===== src/rtl/spi_frame_ctrl_pkg.sv =====
// Shared header layout and frame-sequencer state encoding for the SPI slave
// frame controller.
package spi_frame_ctrl_pkg;

  localparam int unsigned HDR_W    = 6;
  localparam int unsigned RW_BIT   = 5;
  localparam int unsigned ADDR_MSB = 4;
  localparam int unsigned ADDR_W   = 5;

  typedef enum logic [2:0] {
    IDLE,
    HDR,
    CAPT,
    RDREQ,
    RDLD,
    PAY,
    DONE
  } frameStateT;

endpackage


===== src/rtl/spi_pin_sync.sv =====
// Synchroniser plus registered rise/fall detect for one asynchronous SPI pin.
// All outputs share the same latency (SYNC+1), so pins stay mutually aligned.
module spi_pin_sync #(
  parameter int unsigned SYNC = 2
) (
  input  logic clk,
  input  logic rstN,
  input  logic clr,
  input  logic pin,
  output logic level,
  output logic rise,
  output logic fall
);

  logic [SYNC-1:0] stages;

  always_ff @(posedge clk or negedge rstN) begin
    if (!rstN) begin
      stages <= '0;
      level  <= 1'b0;
      rise   <= 1'b0;
      fall   <= 1'b0;
    end else if (clr) begin
      stages <= '0;
      level  <= 1'b0;
      rise   <= 1'b0;
      fall   <= 1'b0;
    end else begin
      stages <= {stages[SYNC-2:0], pin};
      level  <= stages[SYNC-1];
      rise   <= stages[SYNC-1] & ~level;
      fall   <= ~stages[SYNC-1] & level;
    end
  end

endmodule


===== src/rtl/spi_frame_ctrl.sv =====
// SPI-slave frame sequencer: gates the external header decoder, decodes the
// header into a register access and runs the write/read payload phase.
module spi_frame_ctrl
  import spi_frame_ctrl_pkg::*;
#(
  parameter int unsigned DW   = 8,
  parameter int unsigned SYNC = 2
) (
  input  logic              iCLK,
  input  logic              iRSTn,
  input  logic              iCLR,
  input  logic              iSCLK,
  input  logic              iCSn,
  input  logic              iMOSI,
  input  logic [HDR_W-1:0]  iHEADER,
  input  logic              iHEADER_EN,
  input  logic [DW-1:0]     iRDATA,
  output logic              oSHIFT_EN,
  output logic              oDEC_CLR,
  output logic              oMOSI,
  output logic              oMISO,
  output logic [ADDR_W-1:0] oADDR,
  output logic [DW-1:0]     oWDATA,
  output logic              oWE,
  output logic              oRE,
  output logic              oBUSY,
  output logic              oERR
);

  localparam int unsigned CW = $clog2(DW + 1);

  frameStateT state, nextState;

  logic sclkLevel, sclkRise, sclkFall;
  logic csnLevel, csEnd, csStart;
  logic mosiLevel, mosiRise, mosiFall;

  logic [CW-1:0] cnt;
  logic [DW-1:0] misoSr;
  logic          isWrite;
  logic          lastRise;

  spi_pin_sync #(.SYNC(SYNC)) sclkSync (
    .clk(iCLK), .rstN(iRSTn), .clr(iCLR), .pin(iSCLK),
    .level(sclkLevel), .rise(sclkRise), .fall(sclkFall)
  );

  spi_pin_sync #(.SYNC(SYNC)) csnSync (
    .clk(iCLK), .rstN(iRSTn), .clr(iCLR), .pin(iCSn),
    .level(csnLevel), .rise(csEnd), .fall(csStart)
  );

  spi_pin_sync #(.SYNC(SYNC)) mosiSync (
    .clk(iCLK), .rstN(iRSTn), .clr(iCLR), .pin(iMOSI),
    .level(mosiLevel), .rise(mosiRise), .fall(mosiFall)
  );

  assign oMOSI    = mosiLevel;
  assign oMISO    = misoSr[DW-1];
  assign oBUSY    = (state != IDLE);
  assign lastRise = sclkRise && (cnt == CW'(DW - 1));

  always_ff @(posedge iCLK or negedge iRSTn) begin
    if (!iRSTn) begin
      state <= IDLE;
    end else if (iCLR) begin
      state <= IDLE;
    end else begin
      state <= nextState;
    end
  end

  always_comb begin
    nextState = state;
    oDEC_CLR  = 1'b0;
    oERR      = 1'b0;
    oSHIFT_EN = 1'b0;
    oRE       = 1'b0;
    unique case (state)
      IDLE:  if (csStart) begin
               oDEC_CLR  = 1'b1;
               nextState = HDR;
             end
      HDR:   if (!csEnd) begin
               oSHIFT_EN = sclkRise & ~csnLevel;
               if (iHEADER_EN) nextState = CAPT;
             end
      CAPT:  if (!csEnd) nextState = iHEADER[RW_BIT] ? PAY : RDREQ;
      RDREQ: begin
               oRE = 1'b1;
               if (!csEnd) nextState = RDLD;
             end
      RDLD:  if (!csEnd) nextState = PAY;
      PAY:   if (!csEnd && lastRise) nextState = DONE;
      DONE:  if (csEnd) nextState = IDLE;
      default: nextState = IDLE;
    endcase
    // CSn release mid-frame wins over any simultaneous SCLK edge
    if (csEnd && state != IDLE && state != DONE) begin
      nextState = IDLE;
      oDEC_CLR  = 1'b1;
      oERR      = 1'b1;
    end
  end

  always_ff @(posedge iCLK or negedge iRSTn) begin
    if (!iRSTn) begin
      oADDR   <= '0;
      oWDATA  <= '0;
      oWE     <= 1'b0;
      isWrite <= 1'b0;
      cnt     <= '0;
      misoSr  <= '0;
    end else if (iCLR) begin
      oADDR   <= '0;
      oWDATA  <= '0;
      oWE     <= 1'b0;
      isWrite <= 1'b0;
      cnt     <= '0;
      misoSr  <= '0;
    end else begin
      oWE <= 1'b0;
      unique case (state)
        CAPT: if (!csEnd) begin
                oADDR   <= iHEADER[ADDR_MSB:0];
                isWrite <= iHEADER[RW_BIT];
                cnt     <= '0;
                misoSr  <= '0;
              end
        RDLD: if (!csEnd) misoSr <= iRDATA;
        PAY:  if (!csEnd) begin
                if (sclkRise) begin
                  cnt <= cnt + 1'b1;
                  if (isWrite) begin
                    oWDATA <= {oWDATA[DW-2:0], mosiLevel};
                    oWE    <= lastRise;
                  end
                end else if (sclkFall && !isWrite && cnt != '0) begin
                  misoSr <= {misoSr[DW-2:0], 1'b0};
                end
              end
        default: ;
      endcase
      // MISO returns low once a frame is over, whether completed or aborted
      if (state != IDLE && nextState == IDLE) misoSr <= '0;
    end
  end

  mosiSetupA: assert property (@(posedge iCLK) disable iff (!iRSTn)
    !(sclkRise && (mosiRise || mosiFall)));

  mode0IdleA: assert property (@(posedge iCLK) disable iff (!iRSTn)
    csStart |-> !sclkLevel);

endmodule


===== config.mk =====
export PLATFORM = sky130hd
export DESIGN_NAME = spi_frame_ctrl
export DESIGN_NICKNAME = d
export VERILOG_FILES = /design/src/rtl/spi_frame_ctrl_pkg.sv /design/src/rtl/spi_pin_sync.sv /design/src/rtl/spi_frame_ctrl.sv
export SDC_FILE = /design/constraint.sdc
export NUM_CORES = 1
export LEC_CHECK = 0
export ABC_AREA = 0
export CORE_MARGIN = 1.5
export CORE_UTILIZATION = 46
export DETAILED_ROUTE_END_ITERATION = 16
export PLACE_DENSITY = 0.78
export SYNTH_ARGS = -nofsm -noshare
export SYNTH_HDL_FRONTEND = slang
export SYNTH_SLANG_ARGS = --single-unit
export TNS_END_PERCENT = 30

===== constraint.sdc =====
create_clock -name iCLK -period 2.05 [get_ports iCLK]
set_clock_uncertainty 0.15 [all_clocks]
set_input_delay 0.615 -clock iCLK [delete_from_list [all_inputs] [get_ports iCLK]]
set_output_delay 0.615 -clock iCLK [all_outputs]
set_load 0.05 [all_outputs]

==> impl_metrics.csv <==
group,metric,value,unit
run_status,status,"finished with violations",
run_status,violations,"negative setup slack",
setup_path,setup.worst_path.start,"state[0]$_DFF_PN0_",
route,drc,0,
logic_synthesis,synth_flop_cell,"dfrtp_1",
logic_synthesis,ys_top_cells_by_area,"dfrtp_1 51%, nor2b_1 4.5%, a22o_1 3.8%",
global_route,grt_pass1_vias,1794,
sta,holdWs,128,ps
logic_synthesis,synth_top_family_by_area,"simple AND/OR/NAND/NOR gates",
power_and_ir_drop,power_leakage,0.00137,µW
setup_path,endpoint_kind,"primary output",
die,die_w,70.5,µm
setup_path,r2r_cells,6,
logic_synthesis,yosysTopAreaCellShare,51.3,%
sta,setup_viol_count_final,14,
logic_synthesis,synth.area.mux_share,6.62,%
placed_design,portBuffers,41,
sta,setup_ws,-206,ps
route,num_vias,1791,
sta,hold_viol,0,
logic_synthesis,synthTopCellsByCount,"43 x dfrtp_1, 21 x nor2_1, 15 x nor2b_1",
die,die_area,4980,µm²
power_and_ir_drop,cellInternalPower,1600,µW
logic_synthesis,synth_edf_count,0,
global_route,grt_max_degree,26,
sta,tightest_slew,426,ps
global_route,antenna_found_initial,0,
clock_tree,cts_made_buffers,5,
route,routed_via_density,5.51,
global_route,grt_pass1_wl,8.71,mm
setup_path,cp-start-kind,"flip-flop",
sta,fmax,443,MHz
power_and_ir_drop,switching_power,579,µW
route,routed_wl,5.08,mm
setup_path,reg2reg_to,"misoSr[2]$_DFFE_PN0P_",
logic_synthesis,yosys.area_share.adder,1.19,%
logic_synthesis,yosysSeqAreaShare,51.3,%
clock_tree,cts_sinks,43,
setup_path,worstPathArrival,1490,ps
logic_synthesis,synth_compound_gate_area_share,18.0,%
power_and_ir_drop,p_comb_share,23.1,%
clock_tree,htreeDepth,2,
power_and_ir_drop,p_seq_share,41.1,%
sta,rsz0062_at_grt,"true",
placed_design,gp_congestion,0.925,
clock_tree,clk_latency,300,ps
setup_path,cp.required,1280,ps
sta,slew_viol_final,0,
logic_synthesis,synth_nets,220,
cells_and_area,insertedDiodeCount,0,
die,dieHeight,70.5,µm
route,firstDrtPassIters,4,
setup_path,path_max_fanout,5,
global_route,grt_usage,22.1,%
setup_path,r2r-start,"state[2]$_DFF_PN0_",
cells_and_area,final_util,71.9,%
clock_tree,cts_tree,"yes",
logic_synthesis,synth_area,2100,µm²
clock_tree,clockBufferDepth,2,
clock_tree,clock-root-buffer,"clkbuf_8",
die,fp.coreArea,4380,µm²
sta,finalCritPeriodShare,110,%
logic_synthesis,synthArstFlopShare,100,%
power_and_ir_drop,switching_share,26.6,%
cells_and_area,area_growth,50.1,%
clock_tree,cts.hold.buffers_added,0,
logic_synthesis,synth_top_cell_by_area,"dfrtp_1",
logic_synthesis,synthCells,197,
placed_design,dp_hpwl,3.29,mm
min_path,holdCritPathClass,"primary input to asynchronous set/reset pin",
logic_synthesis,syn_avg_cell_area,10.7,µm²
logic_synthesis,yosysMostFrequentCell,"dfrtp_1",
global_route,grt_overflow,0,
clock_tree,path_clk_slew,80,ps
die,start_util,47.9,%
setup_path,path_class,"flip-flop to primary output",
logic_synthesis,post_synth_num_cell_types,51,
power_and_ir_drop,p_clk_share,35.8,%
logic_synthesis,post_synth_xor_area_fraction,0.417,%
route,drtAntennaViolNets,0,
cells_and_area,nets,295,
power_and_ir_drop,peakVddDrop,623,µV
sta,post-route-min-period,2260,ps
setup_path,reg2reg_slack,-70,ps
route,first_iter_violations,99,
cells_and_area,layout-drive-gt1-share,37.0,%
sta,relSlewSlack,71.6,%
route,wl_per_cell,15.6,µm
flow_run,cap_violations,0,
die,ioPinCount,42,
logic_synthesis,yosys_register_bits,43,
power_and_ir_drop,p_per_area,691,nW/µm²
logic_synthesis,synth-simple-area-share,18.8,%
cells_and_area,nFillCells,298,
logic_synthesis,ys_warn_count,0,
die,fp-row-count,24,
==> per-layer routing <==
metal	wire length [µm]	global-route usage, %	vias up
met5	0	0	-
met1	2300	31.3	886
met2	2490	34.7	45
met3	244	5.41	5
li1	-	-	855
met4	50	5.87	0
==> per-stage QoR <==
stage / cell area (µm²) / total power (µW) / worst slack, ps / cells / TNS, ps
after detailed placement: 2830 / 1340 / -518 / 305 / -9320
after global placement: 2830 / 1330 / -496 / 305 / -8830
after CTS: 3080 / 2160 / -206 / 321 / -702
after global routing: 3150 / 2270 / -249 / 325 / -1910
after floorplan: 2180 / 1160 / -229 / 197 / -420
final: 3150 / 2180 / -206 / 325 / -1140
==> repair_timing <==
item                                    in CTS  in global routing
setup buffers                                9                  4
gates resized for setup                     17                 10
endpoints found under the setup margin      24                 25
pin swaps                                   18                  4
==> worst max-delay path, stage by stage, from the launching register on <==
cell and delay (ps):
dfrtp_2 450, or3_4 430, o22ai_4 150, buf_12 160
==> layout make-up <==
| type | instances | area [µm²] | area share, % |
|---|---|---|---|
| Inverter | 9 | 36.3 | 1.15 |
| Sequential cell | 43 | 1080 | 34.3 |
| Tap cell | 52 | 65.1 | 2.07 |
| Clock inverter | 3 | 67.6 | 2.14 |
| Timing Repair Buffer | 78 | 777 | 24.7 |
| Clock buffer | 5 | 68.8 | 2.18 |
| Multi-Input combinational cell | 135 | 1060 | 33.5 |
==> registers in the layout, summed over array words and instances, names as in the netlist <==
register         count
state                3
sclkSync.rise        1
sclkSync.stages      2
oWE                  1
oWDATA               8
mosiSync.stages      2
sclkSync.fall        1
csnSync.rise         1
cnt                  4
mosiSync.level       1
oADDR                5
sclkSync.level       1
csnSync.fall         1
csnSync.level        1
misoSr               8
csnSync.stages       2
isWrite              1
==> layout by cell type (no fill, tap or decap), types with 2 or more instances in the layout <==
master / n
dlygate4sd2_1: 2
dfrtp_2: 3
nor3b_1: 3
or3b_1: 2
nor2b_1: 15
clkdlybuf4s50_1: 17
o21ai_0: 2
nor4_4: 2
nand2_1: 9
buf_4: 45
dfrtp_1: 40
inv_1: 6
nand2b_1: 5
a21oi_2: 3
nor2_4: 2
o311ai_1: 2
or4b_1: 2
nor2_2: 4
buf_12: 11
a21oi_1: 4
inv_2: 2
bufinv_16: 2
nor3_1: 2
clkbuf_8: 5
o21ai_1: 5
a22oi_1: 7
mux2_2: 7
nor2_1: 16
o31a_1: 2
ha_1: 2
a22o_1: 9
mux2i_1: 6
==> kinds of logic after synthesis <==
kind of cell    Yosys count
compound gates           49
xor+xnor                  1
fa+ha+maj                 2
buf+inv                  19
flops                    43
mux                      13
simple gates             70
==> power groups by stage <==
stage	clock network (µW)	registers (µW)	logic (µW)
after CTS	792	893	475
after global routing	835	897	538
after global placement	0	910	419
after detailed placement	0	911	424
final	779	893	503
after floorplan	0	923	241
==> worst max-delay path by stage <==
stage,endpoint,slack [ps],cells after the start
after detailed placement,cnt[3]$_DFFE_PN0P_,-520,6
after global placement,cnt[3]$_DFFE_PN0P_,-500,6
after global routing,oDEC_CLR,-250,3
after CTS,oDEC_CLR,-210,3
after floorplan,oDEC_CLR,-230,4
final,oDEC_CLR,-210,3
Note: power is estimated with default switching activity, not from simulation.
